$ cat src/rtl/frodo_mac_pkg.sv
// Shared widths, FSM state encodings and the LOGQ mask helper for the
// Frodo MAC sequencer.
package frodo_mac_pkg;

  localparam int ELEM_W       = 8;
  localparam int COEF_W       = 16;
  localparam int LOGQ_DEFAULT = 16;

  localparam logic [2:0] ST_IDLE  = 3'd0;
  localparam logic [2:0] ST_FETCH = 3'd1;
  localparam logic [2:0] ST_ISSUE = 3'd2;
  localparam logic [2:0] ST_WAIT  = 3'd3;
  localparam logic [2:0] ST_OUT   = 3'd4;

  // All-ones in the low logq bits; logq=16 yields 16'hFFFF without overflow.
  function automatic logic [COEF_W-1:0] logqMask(input int logq);
    logic [COEF_W:0] w_full;
    w_full = (COEF_W+1)'(1) << logq;
    return w_full[COEF_W-1:0] - COEF_W'(1);
  endfunction

endpackage

$ cat src/rtl/pe_mac_sequencer.sv
// Initiator for the MAC PE protocol: streams (a,b) pairs into one PE and
// returns bias + sum(a*b) mod 2^LOGQ on a valid/ready output.
module pe_mac_sequencer
  import frodo_mac_pkg::*;
#(
  parameter int LEN_W   = 11,
  parameter int LOGQ    = LOGQ_DEFAULT,
  parameter int TIMEOUT = 4
) (
  input  logic              clk,
  input  logic              rstn,
  input  logic              start,
  input  logic [LEN_W-1:0]  len,
  input  logic [COEF_W-1:0] bias,
  output logic              busy,
  output logic              err,
  input  logic              in_valid,
  output logic              in_ready,
  input  logic [ELEM_W-1:0] in_a,
  input  logic [COEF_W-1:0] in_b,
  output logic              pe_en,
  output logic [ELEM_W-1:0] pe_a,
  output logic [COEF_W-1:0] pe_b,
  output logic [COEF_W-1:0] pe_c,
  input  logic [COEF_W-1:0] pe_result,
  input  logic              pe_done,
  output logic              out_valid,
  input  logic              out_ready,
  output logic [COEF_W-1:0] out_data
);

  localparam int                WD_W = $clog2(TIMEOUT) + 1;
  localparam logic [COEF_W-1:0] MASK = logqMask(LOGQ);

  logic [2:0]        r_state;
  logic [COEF_W-1:0] r_acc;
  logic [LEN_W-1:0]  r_cnt;
  logic [WD_W-1:0]   r_wd;
  logic              r_busy;
  logic              r_err;
  logic              r_peEn;
  logic [ELEM_W-1:0] r_peA;
  logic [COEF_W-1:0] r_peB;

  // pe_en is raised on the handshake edge so it is high exactly during ISSUE,
  // which also guarantees the PE has finished the previous element.
  always_ff @(posedge clk or negedge rstn) begin
    if (!rstn) begin
      r_state <= ST_IDLE;
      r_acc   <= '0;
      r_cnt   <= '0;
      r_wd    <= '0;
      r_busy  <= 1'b0;
      r_err   <= 1'b0;
      r_peEn  <= 1'b0;
      r_peA   <= '0;
      r_peB   <= '0;
    end else begin
      r_peEn <= 1'b0;
      case (r_state)
        ST_IDLE: begin
          if (start) begin
            r_acc   <= bias & MASK;
            r_cnt   <= len;
            r_err   <= 1'b0;
            r_busy  <= 1'b1;
            r_state <= (len == '0) ? ST_OUT : ST_FETCH;
          end
        end
        ST_FETCH: begin
          if (in_valid) begin
            r_peA   <= in_a;
            r_peB   <= in_b;
            r_peEn  <= 1'b1;
            r_state <= ST_ISSUE;
          end
        end
        ST_ISSUE: begin
          r_wd    <= '0;
          r_state <= ST_WAIT;
        end
        ST_WAIT: begin
          if (pe_done) begin
            r_acc   <= pe_result & MASK;
            r_cnt   <= r_cnt - LEN_W'(1);
            r_state <= (r_cnt == LEN_W'(1)) ? ST_OUT : ST_FETCH;
          end else if (r_wd == WD_W'(TIMEOUT - 1)) begin
            // A silent PE abandons the row; err stays set until the next start.
            r_err   <= 1'b1;
            r_busy  <= 1'b0;
            r_state <= ST_IDLE;
          end else begin
            r_wd <= r_wd + WD_W'(1);
          end
        end
        ST_OUT: begin
          if (out_ready) begin
            r_busy  <= 1'b0;
            r_state <= ST_IDLE;
          end
        end
        default: r_state <= ST_IDLE;
      endcase
    end
  end

  assign busy      = r_busy;
  assign err       = r_err;
  assign in_ready  = (r_state == ST_FETCH);
  assign pe_en     = r_peEn;
  assign pe_a      = r_peA;
  assign pe_b      = r_peB;
  assign pe_c      = r_acc;
  assign out_valid = (r_state == ST_OUT);
  assign out_data  = (r_state == ST_OUT) ? r_acc : '0;

endmodule
$ cat config.mk
export PLATFORM = sky130hd
export DESIGN_NAME = pe_mac_sequencer
export DESIGN_NICKNAME = d
export VERILOG_FILES = /design/src/rtl/frodo_mac_pkg.sv /design/src/rtl/pe_mac_sequencer.sv
export SDC_FILE = /design/constraint.sdc
export NUM_CORES = 1
export LEC_CHECK = 0
export CORE_MARGIN = 10
export CORE_UTILIZATION = 42
export DETAILED_ROUTE_END_ITERATION = 8
export PLACE_DENSITY = 0.83
export SYNTH_ARGS = -nofsm -noshare
export SYNTH_HDL_FRONTEND = slang
export SYNTH_SLANG_ARGS = --single-unit
$ cat constraint.sdc
create_clock -name clk -period 1.9 [get_ports clk]
set_clock_uncertainty 0.05 [all_clocks]
set_input_delay 0.285 -clock clk [delete_from_list [all_inputs] [get_ports clk]]
set_output_delay 0.285 -clock clk [all_outputs]
set_load 0.005 [all_outputs]
After elaboration in Yosys (flattened, before gate mapping)
Index checks and enable logic that the tools add are counted.
Storage, ports and cells
  output and inout port bits: 61
  memories: 0
  register bits after elaboration: 60
  input port bits: 73
  latch bits: 0
  logic and storage cells: 65
  memory bits (writable): 0
  ROM bits: 0
Operators by class
  divide/modulo/power cells: 0
  mux-type cells: 29
  reduce and logical (&&, ||, !) cells: 11
  bitwise operators: 0
  multipliers: 0
  equality and inequality tests: 14
  $add $sub $neg: 2
  shift operators: 0
  $lt $le $gt $ge: 0
Operators by type and width (number)
  two-way mux 16 bit: 3
  one-hot mux 16 bit (2 select lines): 1
  two-way mux 3 bit: 9
  two-way mux 11 bit: 2
  one-hot mux 11 bit (2 select lines): 1
  one-hot mux 3 bit (5 select lines): 1
  != test 2 bit (second input constant): 6
  == test 11 x 1 -> 1 bit (second input constant): 1
  logical NOT 11 bit: 1
  subtractor 11 x 1 -> 11 bit (second input constant): 1
  == test 3 x 2 -> 1 bit (second input constant): 3
  two-way mux 1 bit: 9
  AND reduction 4 bit: 2
  one-hot mux 3 bit (2 select lines): 1
  AND reduction 3 bit: 2
  AND reduction 5 bit: 1
  nonzero test 2 bit: 2
  adder 3 x 1 -> 3 bit (second input constant): 1
  == test 3 x 1 -> 1 bit (second input constant): 1
  == test 3 bit (second input constant): 1
  logical NOT 3 bit: 1
  != test 3 bit (second input constant): 1
  one-hot mux 1 bit (3 select lines): 1
  nonzero test 3 bit: 1
  other kinds (3): 3

Longest topological paths before layout
  word-level depth: 4
  mapped depth: 6
  depth with buffers taken out: 6

Least setup slack after synthesis
OpenSTA, ideal clock, no wires.
  kind: flip-flop to flip-flop
  from: register r_state[1]
  to: register r_peB[10], in the netlist pe_b[10]
  required time: 1.725 ns
  clock period less this slack: 1.599 ns
  data arrival time: 1.424 ns
  path buffers: 2
  stages on the path, launching flop included: 6
  slack: 0.301 ns
  library setup time: 0.125 ns
  cell sequence: dfrtp_1 > buf_2 > nand3b_1 > nor2_4 > buf_4 > mux2_2
On the way
  cells in the longest elaborated chain, start to end: 2
RTL lines
  from (decl): RTL line pe_mac_sequencer.sv:35  | logic [2:0] r_state;
  from (signal assigned): RTL line pe_mac_sequencer.sv:67  | r_state <= (len == '0) ? ST_OUT : ST_FETCH;
  from (signal assigned): RTL line pe_mac_sequencer.sv:86  | r_state <= (r_cnt == LEN_W'(1)) ? ST_OUT : ST_FETCH;
  == test 3 x 1 -> 1 bit: RTL line pe_mac_sequencer.sv:60  | case (r_state)
  AND reduction 2 bit (no line)
  to (signal assigned): RTL line pe_mac_sequencer.sv:73  | r_peB <= in_b;
  to (decl): RTL line pe_mac_sequencer.sv:43  | logic [COEF_W-1:0] r_peB;
Every way passes these cells.
A chain may end at the register's enable or synchronous reset.

Worst setup path in the final report
  from: register r_state[1]
  to: output port out_data[6]
On the way
  cells in the longest elaborated chain, start to end: 2
RTL lines
  == test 3 bit: RTL line pe_mac_sequencer.sv:115  | assign out_data = (r_state == ST_OUT) ? r_acc : '0;
  two-way mux 16 bit: RTL line pe_mac_sequencer.sv:115
  to (decl): RTL line pe_mac_sequencer.sv:29  | output logic [COEF_W-1:0] out_data
Every way passes these cells.

==> flow_summary.yaml <==
cts:
  clk_pin_slew_ns: 0.07
  clock-root-buffer: "sky130_fd_sc_hd__clkbuf_8"
  cts_tree: "built"
  clock-sinks: 60
  clock_path_buffers: 2
  clkLatencyLatePin_ns: 0.35
  htree_num_levels: 3
  numCtsBuffers: 9
worst_setup_path:
  worst_setup_path_start_kind: "flop"
  worst_ep_arrival_time_ns: 1.52
  cp_data_required_time_ns: 1.56
  cp_startpoint: "r_state[1]$_DFFE_PN0P_"
  crit_path_top_delay_cell: "sky130_fd_sc_hd__dfrtp_1"
  crit_type: "reg2out"
  cp_common_cell: "sky130_fd_sc_hd__buf_6"
  crit-reg2reg-launch: "r_state[0]$_DFFE_PN0P_"
  cp-end-kind: "primary output"
  cp_slowest_stage_delay_ns: 0.41
  crit_path_cells: "nor2_4, buf_6, buf_6, buf_4, and3_4, buf_6"
  critical_path.max_fanout: 4
placement:
  post-place-cells: 525
  post-dp-hpwl_um: 7580
  gp_congestion: 0.878
  port-buffer-count: 133
global_route:
  grt_max_degree: 61
  track_usage_pct: 18.0
  antenna_violations_before_repair: 0
  grt_pass1_vias: 2834
  grt_overflow: 0
  grt_first_pass_wirelength_um: 15600
synth:
  yosys_warnings: 0
  synth.top_cell.area_share_pct: 50.5
  number_of_flops_mapped_to_enable_cells_by_yosys: 0
  syn_inst: 297
  post_synth_num_cell_types: 43
  leading_area_contributor_after_synthesis: "sky130_fd_sc_hd__dfrtp_1"
  ys_seq_elements: 60
  synth_async_sr_flop_share_pct: 100
  synth.top_cells.by_area: "sky130_fd_sc_hd__dfrtp_1, sky130_fd_sc_hd__mux2_2, sky130_fd_sc_hd__nand2_1"
  synthesis.nets: 374
  syn_area_sq_mm: 0.00297
  ys_seq_area_share_pct: 50.5
  syn-mean-instance-area_sq_um: 10.0
  yosys_most_used_dff: "sky130_fd_sc_hd__dfrtp_1"
die:
  rows: 30
  coreArea_sq_mm: 0.00683
  design.die.area_sq_mm: 0.0108
  die_w_um: 104
  io_pins: 134
  dieHeight_um: 104
  starting_density_of_the_core_pct: 43.5
timing:
  min_period_ns: 1.85
  maxSlewViolCount: 0
  timing.slew.headroom_pct: 67.0
  unrepaired_setup_endpoints_after_global_routing: "yes"
  worst_slew_pin_slew_ns: 0.490
  final.period_utilization_pct: 97.6
  finalSetupViolations: 0
  fmax_mhz: 539
  hold_viol_final: 0
detailed_routing:
  antenna_violating_nets_post_route: 0
  drt_iter0_drc: 140
  remaining_drc_errors: 0
  detailroute.via_count: 2870
  routed_wirelength_um: 9870
  detail_route.first_pass.iterations: 4
  via_per_inst: 5.24
  detail_route.wl_per_cell_um: 18.0
power:
  cellPowerDensity_mw_per_mm2: 1480
  vdd_ir_drop_max_mv: 0.798
  power.leakage_uw: 0.00210
  total_power_uw: 7090
job:
  drv_cap: 0
worst_hold_path:
  hold_path_class: "in2async"
finish:
  layout-drive-gt1-share_pct: 18.1
  layout.nets: 524
  finish.cell_count_without_fillers: 548
  area_delta_synth_final_pct: 60.8
  n_antenna_cell: 0
status:
  run_status: "finished, final reports clean"
==> metrics by stage <==
| step | setup TNS (ns) | hold slack (ns) | util, % | cell area (sq um) | setup slack [ns] |
|---|---|---|---|---|---|
| after floorplan | 0 | -0.0606 | - | 2970 | 0.301 |
| after global placement | -0.836 | 0.263 | 65.9 | 4500 | -0.0627 |
| after detailed placement | -1.87 | 0.272 | 65.9 | 4500 | -0.111 |
| after CTS | -0.751 | 0.433 | 69.3 | 4740 | -0.189 |
| after global routing | -0.0503 | 0.450 | 70.0 | 4780 | -0.0224 |
| final | 0 | 0.424 | 70.0 | 4780 | 0.0454 |
==> layout make-up <==
type                    count  area [sq um]
clock buffers               9           124
clock inverters             7          91.3
fillers                   514          2050
inverters                   7          26.3
multi-input cells         211          1360
flip-flops and latches     60          1500
well taps                  96           120
repair buffers            158          1560
==> repair_timing <==
item / in CTS / in global routing
endpoints found under the setup margin: 18 / 15
hold buffers: 1 / 0
setup buffers: 0 / 5
gates cloned: 1 / 0
gates resized for setup: 20 / 23
hold endpoints to repair: 60 / 0
pin swaps: 0 / 3
==> state kept, by name (all words and copies together) (netlist names) <==
| name | flops |
|---|---|
| pe_c | 16 |
| pe_b | 16 |
| r_wd | 3 |
| pe_en | 1 |
| r_cnt | 11 |
| r_state | 3 |
| pe_a | 8 |
| err | 1 |
| busy | 1 |
==> routing by layer <==
metal | global-route usage (%) | vias up | share of wire, %
met4 | 7.85 | 0 | 2.8
li1 | - | 1362 | -
met5 | 0 | - | 0
met3 | 7.06 | 18 | 7.1
met1 | 20.5 | 1353 | 43
met2 | 29.1 | 137 | 47
==> layout by cell type (no fill, tap or decap), types with 3 or more instances in the layout <==
cell                                n
sky130_fd_sc_hd__buf_4             16
sky130_fd_sc_hd__ha_1               4
sky130_fd_sc_hd__buf_6              5
sky130_fd_sc_hd__a22o_1             3
sky130_fd_sc_hd__a21oi_1            9
sky130_fd_sc_hd__buf_2              4
sky130_fd_sc_hd__mux2_2            24
sky130_fd_sc_hd__clkinv_2           3
sky130_fd_sc_hd__dfrtp_1           59
sky130_fd_sc_hd__nand2b_1           3
sky130_fd_sc_hd__clkdlybuf4s50_1  114
sky130_fd_sc_hd__a22oi_1            3
sky130_fd_sc_hd__nand3_1            5
sky130_fd_sc_hd__o21ai_0           21
sky130_fd_sc_hd__o21ai_1            3
sky130_fd_sc_hd__nor4_1             4
sky130_fd_sc_hd__nand2_1           39
sky130_fd_sc_hd__dlygate4sd2_1      9
sky130_fd_sc_hd__inv_1              7
sky130_fd_sc_hd__nor2_1            24
sky130_fd_sc_hd__and3_1            15
sky130_fd_sc_hd__clkbuf_8           9
sky130_fd_sc_hd__a31oi_1           18
sky130_fd_sc_hd__nor3b_1            3
sky130_fd_sc_hd__buf_12             4
==> worst max-delay path, delay by kind of cell, from the launching register on <==
family / cells / cell delay, ns
buffers and inverters: 4 / 0.42
DFF: 1 / 0.41
and+or+nand+nor: 2 / 0.34
==> final timing paths <==
check                                         end  slack (ns)  cells past startpoint
max                                   out_data[6]        0.05                      6
max reg2reg                  pe_c[14]$_DFFE_PN0P_        0.11                      6
min                          pe_b[12]$_DFFE_PN0P_        0.42                      3
min reg2reg                   pe_b[0]$_DFFE_PN0P_        0.45                      1
max in group asynchronous  r_state[2]$_DFFE_PN0P_        1.09                      3
min in group clk              pe_c[6]$_DFFE_PN0P_        0.44                      3
==> synth_stat cells (all sizes together), types with 2 or more instances <==
cell,count
a32oi,2
a22o,3
nand3,5
nand2,39
nand2b,3
or3b,2
mux2,24
o21ai,24
nand3b,2
dfrtp,60
nand4,2
and3,16
buf,13
nor4,5
a31oi,18
a21oi,10
ha,4
or2,2
or3,2
inv,7
o22a,2
nor2b,2
o211ai,2
nor2,26
o2bb2ai,2
clkbuf,6
nor3b,3
a22oi,3
==> kinds of logic after synthesis <==
| logic type | count (synthesis) | synth area share, % |
|---|---|---|
| buffers and inverters | 26 | 4.25 |
| AOI/OAI and AO/OA | 71 | 15.4 |
| muxes | 24 | 9.09 |
| and+or+nand+nor | 112 | 19.0 |
| adders and majority gates | 4 | 1.68 |
| DFF | 60 | 50.5 |
==> power by group <==
group	internal, uW	leakage [uW]	switching [uW]
sequential	1900	0.000699	430
combinational	1980	0.00129	1520
clock	733	0.000109	527
total	4610	0.00210	2480
No activity file was read; power rests on OpenSTA's default activity.
